<file path="config.mk">
export PLATFORM = sky130hd
export DESIGN_NAME = shield_energy
export DESIGN_NICKNAME = d
export VERILOG_FILES = /design/src/rtl/shield_pkg.sv /design/src/rtl/tick_countdown.sv /design/src/rtl/shield_energy.sv
export SDC_FILE = /design/constraint.sdc
export NUM_CORES = 1
export LEC_CHECK = 0
export ABC_CLOCK_PERIOD_IN_PS = 2190
export CAP_MARGIN = 15
export CORE_ASPECT_RATIO = 0.6
export CORE_MARGIN = 4
export CORE_UTILIZATION = 45
export DETAILED_ROUTE_END_ITERATION = 8
export HOLD_SLACK_MARGIN = 0.02
export PLACE_DENSITY = 0.84
export SLEW_MARGIN = 0
export SYNTH_ARGS = -nofsm -noshare
export SYNTH_HDL_FRONTEND = slang
export SYNTH_SLANG_ARGS = --single-unit
</file>
<file path="constraint.sdc">
create_clock -name slowed_shield_clk -period 2.19 [get_ports slowed_shield_clk]
set_input_delay 0.219 -clock slowed_shield_clk [delete_from_list [all_inputs] [get_ports slowed_shield_clk]]
set_output_delay 0.219 -clock slowed_shield_clk [all_outputs]
set_load 0.02 [all_outputs]
</file>
<file path="src/rtl/shield_pkg.sv">
// Shared definitions for the shield energy manager and the player/game logic
// that consumes it: state encoding, default tuning values, and the LED bar
// thermometer helper.
package shield_pkg;

    typedef enum logic [1:0] {
        ST_REGEN  = 2'd0,
        ST_DRAIN  = 2'd1,
        ST_DELAY  = 2'd2,
        ST_BROKEN = 2'd3
    } shield_state_t;

    localparam int DEF_MAX_SHIELD          = 15;  // 4-bit meter, must stay <= 15
    localparam int DEF_DRAIN_STEP          = 1;
    localparam int DEF_HIT_COST            = 3;
    localparam int DEF_REGEN_DELAY_TICKS   = 2;   // must fit the 3-bit countdown
    localparam int DEF_BREAK_LOCKOUT_TICKS = 6;   // must fit the 3-bit countdown

    // LED bar segment i is lit while the meter is above 2*i.
    function automatic logic [7:0] thermo_bar(input logic [3:0] level);
        logic [7:0] bar;
        bar = '0;
        for (int i = 0; i < 8; i++) begin
            bar[i] = ({1'b0, level} > 5'(2 * i));
        end
        return bar;
    endfunction

endpackage

</file>
<file path="src/rtl/tick_countdown.sv">
// Loadable down-counter used for both the regen delay and the guard-break
// lockout.
// Ports:
//   slowed_shield_clk  shield tick clock
//   reset              synchronous, active-low
//   load / load_value  load a new count (takes priority over dec)
//   dec                decrement by one; ignored at zero
//   count              current count
//   zero               count == 0
module tick_countdown #(
    parameter int W = 3
) (
    input  logic         slowed_shield_clk,
    input  logic         reset,
    input  logic         load,
    input  logic [W-1:0] load_value,
    input  logic         dec,
    output logic [W-1:0] count,
    output logic         zero
);

    // NOTE: sequential state uses non-blocking assignments so every register
    // samples the pre-edge value of every other register; reset is sampled on
    // the clock edge because the surrounding design resets synchronously.
    always_ff @(posedge slowed_shield_clk) begin
        if (!reset) begin
            count <= '0;
        end else if (load) begin
            count <= load_value;
        end else if (dec && (count != '0)) begin
            count <= count - 1'b1;
        end
    end

    assign zero = (count == '0);

endmodule

</file>
<file path="src/rtl/shield_energy.sv">
// Per-player shield energy manager on the 2 Hz shield tick. Drains the meter
// while guarding, charges extra for absorbed hits, holds off regen briefly
// after the guard is released, and locks the guard out after the meter empties.
// Ports:
//   slowed_shield_clk  one edge per shield tick
//   reset              synchronous, active-low
//   shield_btn         guard button level
//   shielding          player action is SHIELDING
//   hit_blocked        a blocked hit is waiting to be absorbed
//   shield             current meter (registered)
//   shield_ok          guard usable: meter >= 1 and not broken (registered)
//   shield_broken      in the guard-break lockout (registered)
//   hit_ack            one-tick pulse: the pending hit was absorbed (registered)
//   shield_bar         LED thermometer of the meter (registered)
module shield_energy
    import shield_pkg::*;
#(
    parameter int MAX_SHIELD          = DEF_MAX_SHIELD,
    parameter int DRAIN_STEP          = DEF_DRAIN_STEP,
    parameter int HIT_COST            = DEF_HIT_COST,
    parameter int REGEN_DELAY_TICKS   = DEF_REGEN_DELAY_TICKS,
    parameter int BREAK_LOCKOUT_TICKS = DEF_BREAK_LOCKOUT_TICKS
) (
    input  logic       slowed_shield_clk,
    input  logic       reset,
    input  logic       shield_btn,
    input  logic       shielding,
    input  logic       hit_blocked,
    output logic [3:0] shield,
    output logic       shield_ok,
    output logic       shield_broken,
    output logic       hit_ack,
    output logic [7:0] shield_bar
);

    localparam logic [3:0] MAX4 = 4'(MAX_SHIELD);

    shield_state_t state, state_n;
    logic [3:0]    shield_n;
    logic          hit_ack_n;
    logic          engaged;
    logic [4:0]    cost5;
    logic [4:0]    regen5;
    logic          cnt_load, cnt_dec, cnt_zero;
    logic [2:0]    cnt_load_value, cnt_count;

    tick_countdown #(.W(3)) u_countdown (
        .slowed_shield_clk (slowed_shield_clk),
        .reset             (reset),
        .load              (cnt_load),
        .load_value        (cnt_load_value),
        .dec               (cnt_dec),
        .count             (cnt_count),
        .zero              (cnt_zero)
    );

    assign engaged = shield_btn & shielding & (shield != 4'd0);

    // Drain and regen are computed one bit wider than the meter so the
    // saturation checks see the true result.
    assign cost5  = 5'(DRAIN_STEP) + (hit_blocked ? 5'(HIT_COST) : 5'd0);
    assign regen5 = {1'b0, shield} + 5'd1;

    always_comb begin
        // NOTE: every variable gets a default before the case so no path
        // leaves one unassigned, which would infer a latch.
        state_n        = state;
        shield_n       = shield;
        hit_ack_n      = 1'b0;
        cnt_load       = 1'b0;
        cnt_load_value = '0;
        cnt_dec        = 1'b0;

        if (state == ST_BROKEN) begin
            // Only the button matters here; the exit waits for a release.
            shield_n = 4'd0;
            if (!cnt_zero) begin
                cnt_dec = 1'b1;
            end else if (!shield_btn) begin
                state_n = ST_REGEN;
            end
        end else if (engaged) begin
            hit_ack_n = hit_blocked;
            shield_n  = (cost5 >= {1'b0, shield}) ? 4'd0 : shield - cost5[3:0];
            if (shield_n == 4'd0) begin
                // Exhaustion wins over the hit; the ack still goes out.
                state_n        = ST_BROKEN;
                cnt_load       = 1'b1;
                cnt_load_value = 3'(BREAK_LOCKOUT_TICKS);
            end else begin
                state_n = ST_DRAIN;
            end
        end else begin
            case (state)
                ST_DRAIN: begin
                    state_n        = ST_DELAY;
                    cnt_load       = 1'b1;
                    cnt_load_value = 3'(REGEN_DELAY_TICKS);
                end
                ST_DELAY: begin
                    // Leave on the tick the count reaches zero (or if it
                    // was loaded as zero).
                    cnt_dec = 1'b1;
                    if (cnt_count <= 3'd1) begin
                        state_n = ST_REGEN;
                    end
                end
                default: begin
                    shield_n = (regen5 > {1'b0, MAX4}) ? MAX4 : regen5[3:0];
                end
            endcase
        end
    end

    always_ff @(posedge slowed_shield_clk) begin
        if (!reset) begin
            state         <= ST_REGEN;
            shield        <= MAX4;
            shield_ok     <= (MAX4 != 4'd0);
            shield_broken <= 1'b0;
            hit_ack       <= 1'b0;
            shield_bar    <= thermo_bar(MAX4);
        end else begin
            state         <= state_n;
            shield        <= shield_n;
            shield_ok     <= (shield_n != 4'd0) && (state_n != ST_BROKEN);
            shield_broken <= (state_n == ST_BROKEN);
            hit_ack       <= hit_ack_n;
            shield_bar    <= thermo_bar(shield_n);
        end
    end

endmodule

</file>
## Yosys cells after proc, flatten, opt, wreduce, memory -nomap -nowiden

Cells that the tools add are included.

- Reductions and logical operators: 10
- Order comparisons: 11
- Multipliers: 0
- Muxes and demuxes: 27
- Equal/unequal tests: 5
- Shifts and indexed selects: 0
- Add/sub/neg operators: 4
- Divide/modulo/power cells: 0
- Bitwise gates (word level): 4

Operators by type and width:

| cell | count |
|---|---|
| 4-bit two-way mux | 5 |
| 4-bit greater-than comparator, second input constant | 4 |
| 2-bit two-way mux | 8 |
| 3-bit two-way mux | 5 |
| 4-bit by 3-bit greater-than comparator with 1-bit output, second input constant | 2 |
| 1-bit two-way mux | 8 |
| 4-bit nonzero test | 2 |
| 2-bit == test, second input constant | 3 |
| 4-bit by 1-bit adder with 5-bit output, second input constant | 1 |
| 5-bit by 4-bit greater-than comparator with 1-bit output, second input constant | 1 |
| 3-bit by 4-bit >= comparator with 1-bit output | 1 |
| 4-bit by 1-bit greater-than comparator with 1-bit output, second input constant | 1 |
| 4-bit by 2-bit greater-than comparator with 1-bit output, second input constant | 1 |
| 4-bit logical NOT | 1 |
| 2-bit one-hot mux with 2 select lines | 1 |
| 4-bit by 3-bit subtractor with 4-bit output | 1 |
| 1-bit by 2-bit adder with 3-bit output, first input constant | 1 |
| 3-bit by 1-bit less-or-equal comparator with 1-bit output, second input constant | 1 |
| 3-bit logical NOT | 1 |
| 3-bit nonzero test | 1 |
| 3-bit OR reduction | 1 |
| 3-bit by 1-bit subtractor with 3-bit output, second input constant | 1 |
| 1-bit AND | 2 |
| 2-bit by 1-bit == test with 1-bit output, second input constant | 1 |
| other kinds (5) | 7 |

- Output and inout bits: 15
- Memories: 0
- Memory bits (read-only): 0
- Bits in writable memories: 0
- Logic and storage cells: 68
- Bits in latches: 0
- Register bits: 20
- Input port bits: 5

## Logic depth before layout (Yosys ltp)

- Depth after elaboration: 10
- Depth in mapped cells: 8
- Mapped depth without buffers: 8

## Modules after synthesis

A second synthesis with hierarchy kept.

- Cells, all modules: 132
- Area, all modules: 1169.9 um^2

Modules (own cells, without submodules):

| module | area each (um^2) | times used | cells an instance |
|---|---|---|---|
| shield_energy | 984.7 | 1 | 111 |
| tick_countdown | 185.2 | 1 | 21 |

## Worst setup path after synthesis

No wires, ideal clock.

- Path kind: register -> register
- From: register shield[0]
- To: register shield_broken
- Path buffers: 0
- Slack: -0.116 ns
- Stages on the path, launching flop included: 9
- Data arrival time: 2.191 ns
- Cells stage by stage: dfxtp_1 > inv_1 > ha_1 > ha_1 > or4b_4 > mux2i_2 > a211oi_2 > a211o_1 > and2_1

- Cells in the longest elaborated chain, start to end: 7
- Elaborated cells between the ends (all ways): 10
- Those cells by class: add/sub (1); order compare (1); eq/ne (1); mux (4); bitwise (1); reduce/logical (2)

RTL lines:

| element | RTL line | text |
|---|---|---|
| start: declaration | shield_energy.sv:29 | `output logic [3:0] shield,` |
| start signal: assignment | shield_energy.sv:125 | `shield <= shield_n;` |
| 4-bit by 3-bit subtractor with 4-bit output or 3-bit by 4-bit >= comparator with 1-bit output (tied branches) | shield_energy.sv:84 | `shield_n = (cost5 >= {1'b0, shield}) ? 4'd0 : shield - cost5[3:0];` |
| 4-bit two-way mux | shield_energy.sv:84 |  |
| 4-bit logical NOT | shield_energy.sv:85 | `if (shield_n == 4'd0) begin` |
| 2-bit two-way mux | shield_energy.sv:85 |  |
| 2-bit two-way mux (*) | shield_energy.sv:82 | `end else if (engaged) begin` |
| 2-bit two-way mux (*) | shield_energy.sv:74 | `if (state == ST_BROKEN) begin` |
| 2-bit == test (*) | shield_energy.sv:127 | `shield_broken <= (state_n == ST_BROKEN);` |
| end signal: assignment | shield_energy.sv:127 |  |
| end: declaration | shield_energy.sv:31 | `output logic shield_broken,` |

Every way passes the cells marked *; elsewhere a longest branch is shown, timed or not.
A chain may end at the register's enable or synchronous reset.

## Worst setup path after layout

- From: register state[0]
- To: register shield_bar[2]

- Cells in the longest elaborated chain, start to end: 6
- Elaborated cells between the ends (all ways): 8
- Those cells by class: order compare (1); eq/ne (3); mux (3); reduce/logical (1)

RTL lines:

| element | RTL line | text |
|---|---|---|
| start: declaration | shield_energy.sv:38 | `shield_state_t state, state_n;` |
| start signal: assignment | shield_energy.sv:124 | `state <= state_n;` |
| 2-bit == test or 2-bit by 1-bit == test with 1-bit output (tied branches) | shield_energy.sv:94 | `case (state)` |
| 2-bit OR reduction (no source line) | -- |  |
| 4-bit two-way mux | shield_energy.sv:94 |  |
| 4-bit two-way mux | shield_energy.sv:82 |  |
| 4-bit two-way mux (*) | shield_energy.sv:74 |  |
| 4-bit by 3-bit greater-than comparator with 1-bit output (*) | shield_pkg.sv:24 | `bar[i] = ({1'b0, level} > 5'(2 * i));` |
| end signal: assignment | shield_energy.sv:122 | `shield_bar <= thermo_bar(MAX4);` |
| end signal: assignment | shield_energy.sv:129 | `shield_bar <= thermo_bar(shield_n);` |
| end: declaration | shield_energy.sv:33 | `output logic [7:0] shield_bar` |

Marked as above.

==> qor.txt <==
layout net count = 176
Worst Skew = 2.34 ps
Die Area = 3440 µm²
Final Util = 0.704
final worst slack = 119 ps
Clk pwr share = 0.191
vias in the first global route = 981
CP Launch Point = state[0]
Critical Path Source Type = register
Worst-path clk slew = 70 ps
Syn Std Cell Area = 1140 µm²
grt ovf = 0
placer's final routability congestion estimate = 1.00
Pleak = 0.000676 µW
via count = 1029
ant diodes = 0
Seq cells post-synth = 20
routed len/inst = 14.7 µm
IO Pins = 20
Yosys warnings = 0
Core ar. = 2290 µm²
Post-CTS Setup Inserts = 0
Slew HR = 0.690
FMAX = 0.483 GHz
Seq/Total Area, Yosys = 0.350
CTS tree = built
row cnt = 13
CP max FO = 6
post-route insts no fill = 190
most frequent cells in the layout = dfxtp_1, clkdlybuf4s50_1, buf_4, inv_1
Setup Slack @ Placement = -360 ps
Post-synth EDFFs = 0
critical path capture point type = register
internal power = 916 µW
Num CTS Buffers = 3
unrepaired setup endpoints after global routing = no
H-tree lvl count = 1
part of the power in registers = 0.313
Yosys top cell area share = 0.350
port buffer count = 19
synth top area cells = dfxtp_1, ha_1, inv_1, o32ai_4, nor2_1
Logic pwr share = 0.496
Max-Cap Viols = 0
TNS Setup = 0 ps
Setup violations, final = 0
clock sink total = 20
Switching Fraction = 0.362
worst slew pin tran = 465 ps
drt drc = 0
Top FF cell, synth = dfxtp_1
initial antenna violation count = 0
dpl hpwl = 2120 µm
Setup CP Type = reg2reg
Max Used Layer = met4
Slew Limit Fails = 0
clock latency on the worst-skew pair = 250 ps
gr usage total = 0.171
crit path DAT = 2200 ps
hold crit path type = in2reg
syn nets = 137
final worst-path cycle share = 0.946
Net Switching = 519 µW
peak supply drop = 0.598 mV
cells after synthesis = 122
clk buf depth = 2
post-synth cell types = 47
DRT antenna net count = 0
HP Start = hit_blocked
global-route wire length before repair = 4350 µm
outcome = completed
Starting Density = 0.499
Yosys top cell by area = dfxtp_1
Die Y = 47.1 µm
Async S/R FF share, synth = 0
dpl cells = 186
wl on met1 = 1390 µm
largest net degree at the start of global routing = 12
Die Wd = 73.1 µm
initial drt markers = 29
DRT Pass-1 Iters = 4
share of cells above drive strength 1 = 0.281
clock root buffer = clkbuf_8
Mean Syn Cell Area = 9.37 µm²
WL met2 = 1200 µm
required time of the worst setup path = 2320 ps
WL final = 2790 µm
met3 WL = 174 µm
pwr/cell area = 888 nW/µm²
Via density = 5.42
worst r2r src = state[0]
Fin. Hold Viols = 0
Layout area overhead = 41.2%
post-route minimum period = 2070 ps
layer usage:
layer | vias to the layer above | global-route usage
met5 | - | 0
met4 | 0 | 0.0441
met3 | 4 | 0.0491
met2 | 34 | 0.275
met1 | 485 | 0.230
li1 | 506 | -
flip-flops by register name (all words and copies together) (netlist names):
register           count
shield_bar             8
shield                 4
u_countdown.count      3
state                  2
hit_ack                1
shield_broken          1
shield_ok              1
repair_timing:
| item | CTS | global route |
|---|---|---|
| hold buffers | 0 | 0 |
| pin swaps | 0 | 4 |
| endpoints found under the setup margin | 10 | 13 |
| gates resized for setup | 5 | 9 |
metrics by stage:
stage	hold WS (ps)	instance area, µm²	power (µW)
final	307	1620	1440
after global routing	335	1620	1510
after CTS	520	1560	1400
after detailed placement	507	1480	1100
after global placement	501	1480	1090
after floorplan	392	1150	834
path summary, 6_finish.rpt:
kind                          endpoint  slack [ps]  cells past startpoint
setup / recovery         shield_bar[2]         120                      8
hold / removal                 hit_ack         310                      3
hold reg to reg   u_countdown.count[2]         520                      1
setup reg to reg         shield_bar[2]         120                      8
Yosys cell counts, types with 2 or more instances:
library cell and instances:
xor2_1 2, ha_1 10, nor3_1 3, o32ai_4 2
mux2i_1 3, and2_1 2, nand2b_1 2, o211ai_1 2
dfxtp_1 20, a21oi_1 5, nand2_1 7, o21ai_1 3
inv_1 15, nor2_1 9, o21ai_0 4, buf_6 2
layout make-up:
cell class	count	area [µm²]
Inverter	15	56.3
Sequential cell	20	403
Tap cell	30	37.5
Timing Repair Buffer	37	328
Multi-Input combinational cell	84	736
Fill cell	173	678
Clock buffer	4	55.1
cells by family after synthesis:
group	synth area share
flops	0.350
mux	0.0481
simple gates	0.161
buf+inv	0.0722
fa+ha+maj	0.109
xor+xnor	0.0230
compound gates	0.236
critical path, stage by stage, from the launching register on:
cell and delay (ps):
dfxtp_1 370, inv_1 70, ha_1 400, xor2_1 180, a41oi_1 340, o221ai_2 190
nor2_1 170, buf_4 160, o21ai_1 60
power groups by stage:
stage | sequential (µW) | combinational [µW] | clock [µW]
after floorplan | 520 | 314 | 0
after global placement | 451 | 639 | 0
after detailed placement | 453 | 651 | 0
after CTS | 446 | 677 | 281
after global routing | 453 | 764 | 294
final | 450 | 711 | 274
Note: power is estimated with default switching activity, not from simulation.
